[config.mk]
export PLATFORM = sky130hd
export DESIGN_NAME = io_uart_port
export DESIGN_NICKNAME = d
export VERILOG_FILES = /design/src/rtl/io_uart_pkg.sv /design/src/rtl/io_sync_fifo.sv /design/src/rtl/io_uart_port.sv
export SDC_FILE = /design/constraint.sdc
export NUM_CORES = 1
export LEC_CHECK = 0
export ABC_CLOCK_PERIOD_IN_PS = 4100
export BUFFER_PORTS_ARGS = -buffer_cell sky130_fd_sc_hd__buf_2
export CORE_MARGIN = 4
export CORE_UTILIZATION = 35
export CTS_BUF_LIST = sky130_fd_sc_hd__clkbuf_4 sky130_fd_sc_hd__clkbuf_8
export DETAILED_ROUTE_END_ITERATION = 8
export SLEW_MARGIN = 10
export SYNTH_ARGS = -nofsm -noshare
export SYNTH_HDL_FRONTEND = slang
export SYNTH_SLANG_ARGS = --single-unit
[constraint.sdc]
create_clock -name clk100 -period 4.1 [get_ports clk100]
set_input_delay 0.82 -clock clk100 [delete_from_list [all_inputs] [get_ports clk100]]
set_output_delay 0.82 -clock clk100 [all_outputs]
set_load 0.05 [all_outputs]
[src/rtl/io_uart_pkg.sv]
// Shared constants and state encodings for the I/O-port UART peripheral.
package io_uart_pkg;

    localparam logic [7:0] DEFAULT_DATA_PORT   = 8'h00;
    localparam logic [7:0] DEFAULT_STATUS_PORT = 8'h01;

    localparam int STAT_RX_AVAIL  = 0;
    localparam int STAT_TX_FULL   = 1;
    localparam int STAT_TX_IDLE   = 2;
    localparam int STAT_RX_OVERRUN = 3;
    localparam int STAT_FRAME_ERR = 4;

    typedef enum logic [1:0] {
        TX_IDLE,
        TX_START,
        TX_DATA,
        TX_STOP
    } tx_state_t;

    typedef enum logic [2:0] {
        RX_IDLE,
        RX_START,
        RX_DATA,
        RX_STOP,
        RX_WAIT_HIGH
    } rx_state_t;

endpackage

[src/rtl/io_sync_fifo.sv]
// Single-clock FIFO with a combinational head; pushes when full and pops when empty are ignored.
module io_sync_fifo #(
    parameter int WIDTH = 8,
    parameter int DEPTH = 16
) (
    input  logic             clk,
    input  logic             reset,
    input  logic             push,
    input  logic [WIDTH-1:0] push_data,
    input  logic             pop,
    output logic [WIDTH-1:0] head,
    output logic             full,
    output logic             empty
);

    localparam int AW   = $clog2(DEPTH);
    localparam int CNTW = AW + 1;

    logic [WIDTH-1:0] mem [DEPTH];
    logic [AW-1:0]    wr_ptr_reg;
    logic [AW-1:0]    rd_ptr_reg;
    logic [CNTW-1:0]  count_reg;
    logic             do_push;
    logic             do_pop;

    assign full    = (count_reg == CNTW'(DEPTH));
    assign empty   = (count_reg == '0);
    assign do_push = push && !full;
    assign do_pop  = pop && !empty;
    assign head    = mem[rd_ptr_reg];

    always_ff @(posedge clk) begin
        if (reset && do_push) begin
            mem[wr_ptr_reg] <= push_data;
        end
    end

    // Pointers wrap naturally because DEPTH is a power of two.
    always_ff @(posedge clk) begin
        if (!reset) begin
            wr_ptr_reg <= '0;
            rd_ptr_reg <= '0;
            count_reg  <= '0;
        end else begin
            if (do_push) wr_ptr_reg <= wr_ptr_reg + 1'b1;
            if (do_pop)  rd_ptr_reg <= rd_ptr_reg + 1'b1;
            case ({do_push, do_pop})
                2'b10:   count_reg <= count_reg + 1'b1;
                2'b01:   count_reg <= count_reg - 1'b1;
                default: count_reg <= count_reg;
            endcase
        end
    end

endmodule

[src/rtl/io_uart_port.sv]
// 8N1 UART responder on the processor I/O port bus with TX/RX FIFOs and a status byte.
module io_uart_port
    import io_uart_pkg::*;
#(
    parameter int         CLKS_PER_BIT = 868,
    parameter int         FIFO_DEPTH   = 16,
    parameter logic [7:0] DATA_PORT    = DEFAULT_DATA_PORT,
    parameter logic [7:0] STATUS_PORT  = DEFAULT_STATUS_PORT
) (
    input  logic       clk100,
    input  logic       reset,
    input  logic [7:0] IO_port_ID,
    input  logic [7:0] IO_write_data,
    input  logic       IO_write_strobe,
    input  logic       IO_read_strobe,
    output logic [7:0] IO_read_data,
    output logic       uart_tx,
    input  logic       uart_rx
);

    localparam int CW = $clog2(CLKS_PER_BIT);
    localparam logic [CW-1:0] CNT_LAST  = CW'(CLKS_PER_BIT - 1);
    localparam logic [CW-1:0] HALF_LAST = CW'(CLKS_PER_BIT / 2 - 1);

    logic       tx_push, tx_pop, tx_full, tx_empty;
    logic [7:0] tx_head;
    logic       rx_push, rx_pop, rx_full, rx_empty;
    logic [7:0] rx_head;
    logic       sticky_clear, overrun_set, frame_set;
    logic       overrun_reg, frame_err_reg;
    logic [7:0] status;

    tx_state_t  tx_state_reg, tx_state_next;
    logic [CW-1:0] tx_cnt_reg, tx_cnt_next;
    logic [2:0] tx_bit_reg, tx_bit_next;
    logic [7:0] tx_shift_reg, tx_shift_next;
    logic       tx_line_reg, tx_line_next;

    rx_state_t  rx_state_reg, rx_state_next;
    logic [CW-1:0] rx_cnt_reg, rx_cnt_next;
    logic [2:0] rx_bit_reg, rx_bit_next;
    logic [7:0] rx_shift_reg, rx_shift_next;
    logic       rx_meta_reg, rx_sync_reg;

    assign tx_push      = IO_write_strobe && (IO_port_ID == DATA_PORT);
    assign rx_pop       = IO_read_strobe && (IO_port_ID == DATA_PORT);
    assign sticky_clear = IO_read_strobe && (IO_port_ID == STATUS_PORT);
    assign uart_tx      = tx_line_reg;

    io_sync_fifo #(.WIDTH(8), .DEPTH(FIFO_DEPTH)) u_tx_fifo (
        .clk(clk100), .reset(reset), .push(tx_push), .push_data(IO_write_data),
        .pop(tx_pop), .head(tx_head), .full(tx_full), .empty(tx_empty)
    );

    io_sync_fifo #(.WIDTH(8), .DEPTH(FIFO_DEPTH)) u_rx_fifo (
        .clk(clk100), .reset(reset), .push(rx_push), .push_data(rx_shift_reg),
        .pop(rx_pop), .head(rx_head), .full(rx_full), .empty(rx_empty)
    );

    always_ff @(posedge clk100) begin
        if (!reset) begin
            tx_state_reg  <= TX_IDLE;
            tx_cnt_reg    <= '0;
            tx_bit_reg    <= '0;
            tx_shift_reg  <= '0;
            tx_line_reg   <= 1'b1;
            rx_state_reg  <= RX_IDLE;
            rx_cnt_reg    <= '0;
            rx_bit_reg    <= '0;
            rx_shift_reg  <= '0;
            rx_meta_reg   <= 1'b1;
            rx_sync_reg   <= 1'b1;
            overrun_reg   <= 1'b0;
            frame_err_reg <= 1'b0;
        end else begin
            tx_state_reg  <= tx_state_next;
            tx_cnt_reg    <= tx_cnt_next;
            tx_bit_reg    <= tx_bit_next;
            tx_shift_reg  <= tx_shift_next;
            tx_line_reg   <= tx_line_next;
            rx_state_reg  <= rx_state_next;
            rx_cnt_reg    <= rx_cnt_next;
            rx_bit_reg    <= rx_bit_next;
            rx_shift_reg  <= rx_shift_next;
            rx_meta_reg   <= uart_rx;
            rx_sync_reg   <= rx_meta_reg;
            // A set event in the same cycle as a clear wins.
            if (overrun_set)       overrun_reg <= 1'b1;
            else if (sticky_clear) overrun_reg <= 1'b0;
            if (frame_set)         frame_err_reg <= 1'b1;
            else if (sticky_clear) frame_err_reg <= 1'b0;
        end
    end

    // STOP goes straight to START when another byte is queued so frames abut.
    always_comb begin
        tx_state_next = tx_state_reg;
        tx_cnt_next   = tx_cnt_reg;
        tx_bit_next   = tx_bit_reg;
        tx_shift_next = tx_shift_reg;
        tx_line_next  = tx_line_reg;
        tx_pop        = 1'b0;
        case (tx_state_reg)
            TX_IDLE: begin
                tx_line_next = 1'b1;
                if (!tx_empty) begin
                    tx_pop        = 1'b1;
                    tx_shift_next = tx_head;
                    tx_cnt_next   = '0;
                    tx_line_next  = 1'b0;
                    tx_state_next = TX_START;
                end
            end
            TX_START: begin
                if (tx_cnt_reg == CNT_LAST) begin
                    tx_cnt_next   = '0;
                    tx_bit_next   = '0;
                    tx_line_next  = tx_shift_reg[0];
                    tx_state_next = TX_DATA;
                end else begin
                    tx_cnt_next = tx_cnt_reg + 1'b1;
                end
            end
            TX_DATA: begin
                if (tx_cnt_reg == CNT_LAST) begin
                    tx_cnt_next = '0;
                    if (tx_bit_reg == 3'd7) begin
                        tx_line_next  = 1'b1;
                        tx_state_next = TX_STOP;
                    end else begin
                        tx_bit_next   = tx_bit_reg + 1'b1;
                        tx_shift_next = {1'b0, tx_shift_reg[7:1]};
                        tx_line_next  = tx_shift_reg[1];
                    end
                end else begin
                    tx_cnt_next = tx_cnt_reg + 1'b1;
                end
            end
            TX_STOP: begin
                if (tx_cnt_reg == CNT_LAST) begin
                    tx_cnt_next = '0;
                    if (!tx_empty) begin
                        tx_pop        = 1'b1;
                        tx_shift_next = tx_head;
                        tx_line_next  = 1'b0;
                        tx_state_next = TX_START;
                    end else begin
                        tx_line_next  = 1'b1;
                        tx_state_next = TX_IDLE;
                    end
                end else begin
                    tx_cnt_next = tx_cnt_reg + 1'b1;
                end
            end
            default: tx_state_next = TX_IDLE;
        endcase
    end

    // Samples are taken mid-bit: half a period after the falling edge, then every full period.
    always_comb begin
        rx_state_next = rx_state_reg;
        rx_cnt_next   = rx_cnt_reg;
        rx_bit_next   = rx_bit_reg;
        rx_shift_next = rx_shift_reg;
        rx_push       = 1'b0;
        overrun_set   = 1'b0;
        frame_set     = 1'b0;
        case (rx_state_reg)
            RX_IDLE: begin
                if (!rx_sync_reg) begin
                    rx_cnt_next   = '0;
                    rx_state_next = RX_START;
                end
            end
            RX_START: begin
                if (rx_cnt_reg == HALF_LAST) begin
                    rx_cnt_next   = '0;
                    rx_bit_next   = '0;
                    rx_state_next = rx_sync_reg ? RX_IDLE : RX_DATA;
                end else begin
                    rx_cnt_next = rx_cnt_reg + 1'b1;
                end
            end
            RX_DATA: begin
                if (rx_cnt_reg == CNT_LAST) begin
                    rx_cnt_next   = '0;
                    rx_shift_next = {rx_sync_reg, rx_shift_reg[7:1]};
                    if (rx_bit_reg == 3'd7) rx_state_next = RX_STOP;
                    else                    rx_bit_next   = rx_bit_reg + 1'b1;
                end else begin
                    rx_cnt_next = rx_cnt_reg + 1'b1;
                end
            end
            RX_STOP: begin
                if (rx_cnt_reg == CNT_LAST) begin
                    rx_cnt_next = '0;
                    if (rx_sync_reg) begin
                        rx_push       = !rx_full;
                        overrun_set   = rx_full;
                        rx_state_next = RX_IDLE;
                    end else begin
                        frame_set     = 1'b1;
                        rx_state_next = RX_WAIT_HIGH;
                    end
                end else begin
                    rx_cnt_next = rx_cnt_reg + 1'b1;
                end
            end
            RX_WAIT_HIGH: begin
                if (rx_sync_reg) rx_state_next = RX_IDLE;
            end
            default: rx_state_next = RX_IDLE;
        endcase
    end

    always_comb begin
        status                  = 8'h00;
        status[STAT_RX_AVAIL]   = !rx_empty;
        status[STAT_TX_FULL]    = tx_full;
        status[STAT_TX_IDLE]    = tx_empty && (tx_state_reg == TX_IDLE);
        status[STAT_RX_OVERRUN] = overrun_reg;
        status[STAT_FRAME_ERR]  = frame_err_reg;
    end

    always_comb begin
        IO_read_data = 8'h00;
        if (IO_port_ID == DATA_PORT) begin
            IO_read_data = rx_empty ? 8'h00 : rx_head;
        end else if (IO_port_ID == STATUS_PORT) begin
            IO_read_data = status;
        end
    end

endmodule
==> results_dict.tcl <==
set metrics [dict create \
    outcome "complete, no violations" \
    ys_seq_elements 342 \
    critPathKind "reg -> out" \
    maxCapViolCount 0 \
    gp_congestion 0.810 \
    setup_violations 0 \
    cts_buffers 56 \
    grt_max_degree 59 \
    cts.hold.buffers_added 0 \
    synthDistinctLibCells 63 \
    grt_pass1_vias 8297 \
    slowest_delay_ns 0.82 \
    maxSlewViolCount 0 \
    wl_per_cell_um 18.1 \
    start_kind "flip-flop" \
    grt_first_pass_wirelength_um 45600 \
    drt_first_pass_iters 5 \
    numPortBuffers 29 \
    postCtsSetupBuffers 0 \
    grtUsageTotal_pct 13.0 \
    synthTopCellsByArea "edfxtp_1 (54%), dfxtp_1 (12%), mux4_2 (12%)" \
    place_inst 1472 \
    die_area_um2 44000 \
    hold_violations 0 \
    synth_area_leader_cell "edfxtp_1" \
    fmax_mhz 270 \
    antenna_found_initial 2 \
    h-tree-depth 2 \
    cp.arrival_ns 2.89 \
    crit_top_cell "mux4_2" \
    end_kind "output port" \
    clock_path_buffers 3 \
    total_power_uw 7410 \
    slowest_stage "dfxtp_1" \
    drt_iter0_markers 597 \
    nNetsFinal 1057 \
    die_h_um 210 \
    rows 73 \
    fill_cells 3702 \
    synth_top_area_share_pct 53.9 \
    antenna_left 0 \
    clock_sinks 342 \
    syn_avg_cell_area_um2 15.1 \
    io_pins 30 \
    cts_root_buffer "clkbuf_8" \
    coreArea_um2 40000 \
    wl_um 28600 \
    rsz0062_at_grt "false" \
    ys_seq_area_share_pct 66.0 \
    drc 0 \
    clkTransAtPathRegs_ns 0.06 \
    fin_tns_setup_ns 0 \
    maxSlewHeadroom_pct 38.2 \
    syn_inst 942 \
    worst_slew_pin_slew_ns 0.924 \
    cp_max_fo 11 \
    ctsResizeCount 0 \
    fin_skew_ns 0.0191 \
    layout_min_cycle_time_ns 3.71 \
    synth_edf_count 256 \
    ir_drop_v 0.000259 \
    power_density_nw_per_um2 456 \
    hold_path.startpoint "rx_meta_reg" \
    vias 8020 \
    diodes 0 \
    cp_cell_sequence "mux4_2 > mux4_2 > nor2_1 > a2111oi_1 > buf_2" \
    clk-insertion-delay-late_ns 0.61 \
    hpwl_um 18200 \
    tritoncts "built" \
    post-route-util_pct 40.6 \
    rr_startpoint "u_rx_fifo.count_reg[0]" \
    viasPerCell 5.09 \
    overflow 0 \
    die_width_um 210 \
    ys.flop_type "edfxtp_1" \
    stdcell_count 1575 \
    min_period_over_period_pct 90.5 \
    p_leak_uw 0.00528 \
    ys_async_sr_fraction_pct 0 \
    hold_class "reg -> reg" \
    syn_to_final_growth_pct 14.1 \
    start_util_pct 35.6 \
    worstPathRequired_ns 3.28 \
    layout-drive-gt1-share_pct 23.2 \
    syn_nets 994 \
    reg_top3 "u_rx_fifo.mem x128, u_tx_fifo.mem x128" \
    synth_area_um2 14200 \
    yosysWarningCount 0 \
]
-- synth_stat cells, types with 5 or more instances --
library cell  instances
buf_2                11
edfxtp_1            256
clkbuf_1             25
a21oi_1              62
nor2b_1               8
and2_1               19
nand4_1               8
a22oi_1              16
inv_1                28
ha_1                 30
a31oi_1               5
nor2_1               77
or3_1                 6
xor2_1               10
a311oi_1              5
nor4_1                6
nand3_1              26
dfxtp_1              86
nand2_1              43
mux2i_1               8
o31ai_1               5
nand3b_1              6
o21ai_0              26
and3_1                8
nand2b_1             10
mux4_2               73
xnor2_1               9
nor3_1                9
-- logic make-up after synthesis --
family	share of synthesized area, %
muxes	12.1
buffers and inverters	2.07
adders and majority gates	2.77
AOI/OAI and AO/OA	6.73
DFF	66.0
and+or+nand+nor	9.12
xor gates and xnor gates	1.17
-- layout make-up --
cell class	instances	area, µm²	share of cell area, %
multi-input combinational	529	4570	28.1
timing repair buffer	48	300	1.85
clock inverter	18	200	1.23
tap	525	657	4.04
inverter	28	105	0.647
sequential	342	9410	57.9
clock buffer	85	1010	6.20
-- per-layer routing --
metal	wire length [µm]	up-vias	share of wire [%]	track usage, %
met5	27	-	0.095	0
met4	485	4	1.7	3.92
met3	1400	33	4.9	3.15
met2	13200	144	46	20.7
met1	13400	4042	47	17.8
li1	-	3797	-	-
-- path summary, 6_finish.rpt --
path,end,slack (ns),cells past startpoint
min reg2reg,rx_sync_reg,0.41,1
max,IO_read_data[0],0.39,5
min,rx_sync_reg,0.41,1
max reg2reg,u_rx_fifo.count_reg[4],0.45,12
-- placed cells by master, fill, tap and decap left out, types with 4 or more instances in the layout --
cell	synthesis	layout
a21oi_1	62	62
a22o_1	4	4
a22oi_1	16	16
a311oi_1	5	5
a31oi_1	5	5
and2_1	19	19
and3_1	8	8
buf_2	11	29
buf_4	2	18
bufinv_16	0	4
clkbuf_4	0	26
clkbuf_8	0	59
clkinv_1	0	5
clkinv_2	0	5
dfxtp_1	86	84
edfxtp_1	256	256
ha_1	30	30
inv_1	28	27
mux2i_1	8	8
mux4_2	73	73
nand2_1	43	43
nand2b_1	10	10
nand3_1	26	26
nand3b_1	6	6
nand4_1	8	8
nor2_1	77	77
nor2b_1	8	8
nor3_1	9	9
nor4_2	1	5
o21ai_0	26	26
o31ai_1	5	5
or3_1	6	6
or3b_2	4	4
or4_1	4	4
xnor2_1	9	9
xor2_1	10	10
-- critical path, delay by kind of cell, from the launching register on --
kind | cells | cell delay (ns)
compound gates | 1 | 0.42
simple gates | 1 | 0.05
mux | 2 | 0.66
flops | 1 | 0.82
buf+inv | 1 | 0.34
-- stage by stage --
| step | cell area (µm²) | hold slack [ns] | worst slack, ns |
|---|---|---|---|
| 4_1_cts | 16300 | 0.340 | 0.310 |
| 3_5_place_dp | 15000 | 0.395 | 0.152 |
| 5_1_grt | 16300 | 0.356 | 0.112 |
| 3_3_place_gp | 15000 | 0.402 | 0.255 |
| 6_report | 16300 | 0.406 | 0.390 |
| 2_1_floorplan | 14300 | 0.386 | 0.106 |
-- where the power goes --
group / internal, µW / switching (µW)
clock network: 1830 / 1320
logic: 212 / 257
registers: 3730 / 62.1
Note: power is estimated with default switching activity, not from simulation.
